<file path="config.mk">
export PLATFORM = sky130hd
export DESIGN_NAME = enc_dec_apb_master
export DESIGN_NICKNAME = d
export VERILOG_FILES = /design/src/rtl/enc_dec_apb_master.sv
export SDC_FILE = /design/constraint.sdc
export NUM_CORES = 1
export LEC_CHECK = 0
export CORE_ASPECT_RATIO = 0.75
export CORE_MARGIN = 2
export CORE_UTILIZATION = 47
export DETAILED_ROUTE_END_ITERATION = 8
export GPL_ROUTABILITY_DRIVEN = 0
export PLACE_DENSITY = 0.85
export SLEW_MARGIN = 15
export SYNTH_ARGS = -nofsm -noshare
export SYNTH_HDL_FRONTEND = slang
export SYNTH_SLANG_ARGS = --single-unit
export TNS_END_PERCENT = 20
</file>
<file path="constraint.sdc">
create_clock -name clk -period 4.7 [get_ports clk]
set_input_delay 0.94 -clock clk [delete_from_list [all_inputs] [get_ports clk]]
set_output_delay 0.94 -clock clk [all_outputs]
set_load 0.01 [all_outputs]
</file>
<file path="src/rtl/enc_dec_apb_master.sv">
// APB initiator for the enc_dec register file: takes one read/write command at a time
// and runs it through SETUP/ACCESS with wait-state support and a bounded-wait abort.
module enc_dec_apb_master #(
  parameter int AMBA_ADDR_WIDTH = 32,
  parameter int AMBA_WORD       = 32,
  parameter int TIMEOUT_CYCLES  = 16,
  parameter int RD_SAMPLE_SETUP = 1
) (
  input  logic                       clk,
  input  logic                       rstn,
  input  logic                       cmd_valid,
  output logic                       cmd_ready,
  input  logic                       cmd_write,
  input  logic [AMBA_ADDR_WIDTH-1:0] cmd_addr,
  input  logic [AMBA_WORD-1:0]       cmd_wdata,
  output logic                       rsp_valid,
  output logic [AMBA_WORD-1:0]       rsp_rdata,
  output logic                       rsp_err,
  output logic                       busy,
  output logic [AMBA_ADDR_WIDTH-1:0] paddr,
  output logic [AMBA_WORD-1:0]       pwdata,
  output logic                       pwrite,
  output logic                       psel,
  output logic                       penable,
  input  logic [AMBA_WORD-1:0]       prdata,
  input  logic                       pready
);

  // Handshake: a command transfers on a posedge where cmd_valid & cmd_ready; cmd_ready is high
  // only in IDLE, nothing is queued. rsp_valid is a one-cycle pulse with no backpressure.
  typedef enum logic [1:0] {IDLE, SETUP, ACCESS} state_t;

  localparam int CW = $clog2(TIMEOUT_CYCLES + 1);
  localparam logic [CW-1:0] WAIT_LIMIT = CW'(TIMEOUT_CYCLES - 1);

  state_t                     state_q, state_d;
  logic [CW-1:0]              wait_cnt_q, wait_cnt_d;
  logic [AMBA_ADDR_WIDTH-1:0] paddr_q, paddr_d;
  logic [AMBA_WORD-1:0]       pwdata_q, pwdata_d;
  logic                       pwrite_q, pwrite_d;
  logic                       psel_q, psel_d;
  logic                       penable_q, penable_d;
  logic [AMBA_WORD-1:0]       rd_cap_q, rd_cap_d;
  logic                       rsp_valid_q, rsp_valid_d;
  logic                       rsp_err_q, rsp_err_d;
  logic [AMBA_WORD-1:0]       rsp_rdata_q, rsp_rdata_d;

  always_ff @(posedge clk or negedge rstn) begin
    if (!rstn) begin
      state_q     <= IDLE;
      wait_cnt_q  <= '0;
      paddr_q     <= '0;
      pwdata_q    <= '0;
      pwrite_q    <= 1'b0;
      psel_q      <= 1'b0;
      penable_q   <= 1'b0;
      rd_cap_q    <= '0;
      rsp_valid_q <= 1'b0;
      rsp_err_q   <= 1'b0;
      rsp_rdata_q <= '0;
    end else begin
      state_q     <= state_d;
      wait_cnt_q  <= wait_cnt_d;
      paddr_q     <= paddr_d;
      pwdata_q    <= pwdata_d;
      pwrite_q    <= pwrite_d;
      psel_q      <= psel_d;
      penable_q   <= penable_d;
      rd_cap_q    <= rd_cap_d;
      rsp_valid_q <= rsp_valid_d;
      rsp_err_q   <= rsp_err_d;
      rsp_rdata_q <= rsp_rdata_d;
    end
  end

  always_comb begin
    state_d     = state_q;
    wait_cnt_d  = wait_cnt_q;
    paddr_d     = paddr_q;
    pwdata_d    = pwdata_q;
    pwrite_d    = pwrite_q;
    psel_d      = psel_q;
    penable_d   = penable_q;
    rd_cap_d    = rd_cap_q;
    rsp_valid_d = 1'b0;
    rsp_err_d   = 1'b0;
    rsp_rdata_d = rsp_rdata_q;
    case (state_q)
      IDLE: begin
        if (cmd_valid) begin
          state_d    = SETUP;
          wait_cnt_d = '0;
          paddr_d    = cmd_addr;
          pwdata_d   = cmd_wdata;
          pwrite_d   = cmd_write;
          psel_d     = 1'b1;
          penable_d  = 1'b0;
        end
      end
      SETUP: begin
        state_d   = ACCESS;
        penable_d = 1'b1;
        // The enc_dec register file presents read data already during SETUP.
        if ((RD_SAMPLE_SETUP != 0) && !pwrite_q) rd_cap_d = prdata;
      end
      ACCESS: begin
        if (pready) begin
          state_d     = IDLE;
          psel_d      = 1'b0;
          penable_d   = 1'b0;
          rsp_valid_d = 1'b1;
          if (pwrite_q)                  rsp_rdata_d = '0;
          else if (RD_SAMPLE_SETUP != 0) rsp_rdata_d = rd_cap_q;
          else                           rsp_rdata_d = prdata;
        end else if (wait_cnt_q == WAIT_LIMIT) begin
          state_d     = IDLE;
          psel_d      = 1'b0;
          penable_d   = 1'b0;
          rsp_valid_d = 1'b1;
          rsp_err_d   = 1'b1;
          rsp_rdata_d = '0;
        end else begin
          wait_cnt_d = wait_cnt_q + CW'(1);
        end
      end
      default: begin
        state_d   = IDLE;
        psel_d    = 1'b0;
        penable_d = 1'b0;
      end
    endcase
  end

  assign cmd_ready = (state_q == IDLE);
  assign busy      = (state_q != IDLE);
  assign paddr     = paddr_q;
  assign pwdata    = pwdata_q;
  assign pwrite    = pwrite_q;
  assign psel      = psel_q;
  assign penable   = penable_q;
  assign rsp_valid = rsp_valid_q;
  assign rsp_err   = rsp_err_q;
  assign rsp_rdata = rsp_rdata_q;

endmodule

</file>
==> results.py <==
metrics = {
    "cts": {
        "post-cts-setup-buffers": 0,
        "max-clock-path-buffers": 2,
        "cts.clk_slew.worst_paths_ns": 0.05,
        "post_cts_resized": 0,
        "cts-root-buf": "clkbuf_16",
        "cts_sinks": 139,
        "cts_tree": "yes",
        "htreeDepth": 4,
        "clk_latency_ns": 0.41,
        "numCtsBuffers": 17,
        "ctsHoldBuffers": 0,
    },
    "drt": {
        "drc": 0,
        "final_antenna_net_count": 0,
        "vias_per_cell": 5.18,
        "vias": 3886,
        "drt_wl_total_mm": 13.1,
        "drt_iter0_drc": 215,
        "firstDrtPassIters": 4,
        "avgRoutedWirePerCell_um": 17.4,
    },
    "cells_and_area": {
        "final_common_cell": "clkdlybuf4s50_1",
        "register_area_mm2": 0.00348,
        "most-common-layout-cells": "clkdlybuf4s50_1, dfrtp_1, mux2_2",
        "area_growth_pct": 50.3,
        "multi_input_area_mm2": 0.00177,
        "fillerInstances": 730,
        "antenna_cells": 0,
        "layout-drive-gt1-share": 0.193,
        "nets": 701,
    },
    "critical_path": {
        "end_kind": "primary output",
        "r2r-start": "wait_cnt_q[0]$_DFFE_PN0P_",
        "critPathKind": "reg2out",
        "ff2ff_path_depth": 6,
        "ff2ff_setup_slack_ns": 2.28,
        "cp.required_ns": 3.76,
        "arrival_ns": 1.73,
        "r2r_end": "rsp_rdata[13]$_DFFE_PN0P_",
        "cp-start-kind": "flip-flop",
        "worstPathMaxFanout": 10,
    },
    "timing": {
        "slew_headroom": 0.302,
        "min_period_over_period": 0.568,
        "worstMarginPinSlew_ns": 1.05,
        "fin_setup_tns_ns": 0,
        "slew_viol_final": 0,
        "fmax_mhz": 375,
        "hold_viol": 0,
        "period_minus_slack_ns": 2.67,
        "setup_violations": 0,
        "rsz0062_at_grt": "no",
        "finalClockSkew_ns": 0.00709,
    },
    "power": {
        "p_int_w": 0.00384,
        "switching_power_w": 0.00161,
        "pwr_density_cell_mw_per_mm2": 671,
        "total_leakage_power_nw": 3.40,
        "ir_drop_v": 0.000351,
        "pwr-share-seq": 0.377,
        "p_total_w": 0.00545,
        "combPwrFrac": 0.374,
        "sw_frac_of_total": 0.295,
        "clkPwrFrac": 0.249,
    },
    "min_path": {
        "min-delay-start": "wait_cnt_q[3]$_DFFE_PN0P_",
        "hold_path.class": "reg2reg",
        "min_to": "wait_cnt_q[3]$_DFFE_PN0P_",
        "worstHoldPathCells": 1,
    },
    "logic_synthesis": {
        "synth_nets": 498,
        "ys_ff_latch": 139,
        "syn-mean-instance-area_um2": 13.7,
        "mappedNetlistArea_mm2": 0.00541,
        "synth_seq_area_share": 0.643,
        "synth.distinct_cells": 29,
        "synthCells": 395,
        "yosysWarningCount": 0,
    },
    "global_route": {
        "grt_pass1_wl_mm": 21.0,
        "grt_max_degree": 105,
        "grt_overflow": 0,
        "grt_usage": 0.217,
        "antenna_found_initial": 0,
        "grt_pass1_vias": 4117,
    },
    "placed_design": {
        "dpl.hpwl_mm": 8.95,
        "placement.io_buffers": 203,
    },
    "die": {
        "die_x_um": 128,
        "start_util": 0.489,
        "core_mm2": 0.0111,
        "ios": 204,
        "num_rows": 33,
        "chipHeight_um": 96.9,
        "dieArea_mm2": 0.0124,
    },
    "job": {
        "max_cap_viol_count": 0,
    },
    "run_status": {
        "status": "finished clean",
    },
}
[layout make-up]
type                    count  share of cell area
flip-flops and latches    139               0.428
repair buffers            208               0.255
multi-input cells         226               0.218
clock buffers              21              0.0579
well taps                 140              0.0216
clock inverters            10              0.0174
inverters                   6             0.00277
[routing by layer]
layer / GRT usage / wire length, um
met1: 0.262 / 5310
met2: 0.347 / 6250
met3: 0.0979 / 1300
met4: 0.0685 / 204
met5: 0 / 0
[power by group through the flow]
stage / Sequential (W) / Combinational [W] / Clock [W]
global placement: 0.00203 / 0.00199 / 0
CTS: 0.00206 / 0.00207 / 0.00139
global route: 0.00213 / 0.00219 / 0.00144
floorplan: 0.00220 / 0.000808 / 0
detailed placement: 0.00207 / 0.00206 / 0
finish: 0.00206 / 0.00204 / 0.00136
[critical path, cell delays in order (launching register included)]
cell and delay [ns]:
dfrtp_1 0.58, inv_1 0.10, nand2_1 0.10, clkdlybuf4s50_1 0.55
[synthesized netlist by cell type, drive strengths merged]
library cell	count	area share
a31oi	1	0.0012
ha	2	0.0046
nor3b	2	0.0049
clkbuf	12	0.0088
dfrtp	139	0.64
inv	6	0.0042
nor4b	1	0.0028
nor2	4	0.0032
nand2	36	0.025
buf	12	0.018
nor2b	1	0.0012
nand4	1	0.0012
and3	1	0.0012
nand2b	4	0.0060
o21ai	68	0.063
or2	2	0.0023
nand3	1	0.00092
mux2	97	0.20
o22ai	1	0.0012
mux2i	2	0.0037
a21oi	2	0.0019
[per-stage QoR]
stage	hold WS [ns]	std cells	util	cell area, um^2	worst slack, ns
final	0.484	750	0.734	8130	2.03
after global routing	0.509	750	0.734	8130	1.93
after CTS	0.487	750	0.734	8130	2.01
after detailed placement	0.476	719	0.679	7510	1.69
after global placement	0.467	719	0.679	7510	1.79
after floorplan	0.438	395	-	5410	2.78
[cell families (layout without fill, tap and decap cells)]
| family | after synthesis | count (layout) | share of synthesized area |
|---|---|---|---|
| compound gates | 72 | 72 | 0.0671 |
| fa+ha+maj | 2 | 2 | 0.00463 |
| mux | 99 | 99 | 0.206 |
| flops | 139 | 139 | 0.643 |
| simple gates | 53 | 53 | 0.0486 |
| buf+inv | 30 | 245 | 0.0308 |
[sequential cells by signal, summed over array words and instances, names as in the netlist]
name / cells
rsp_err: 1
rd_cap_q: 32
paddr: 32
pwrite: 1
pwdata: 32
rsp_rdata: 32
psel: 1
state_q: 2
wait_cnt_q: 5
rsp_valid: 1
[worst max path at each step]
stage,startpoint,to,slack (ns)
floorplan,cmd_valid,pwdata[10]$_DFFE_PN0P_,2.78
global placement,cmd_valid,pwdata[6]$_DFFE_PN0P_,1.79
detailed placement,cmd_valid,pwdata[29]$_DFFE_PN0P_,1.69
CTS,state_q[1]$_DFFE_PN0P_,busy,2.01
global route,state_q[1]$_DFFE_PN0P_,busy,1.93
finish,state_q[1]$_DFFE_PN0P_,busy,2.03
(Power assumes the default switching activity.)
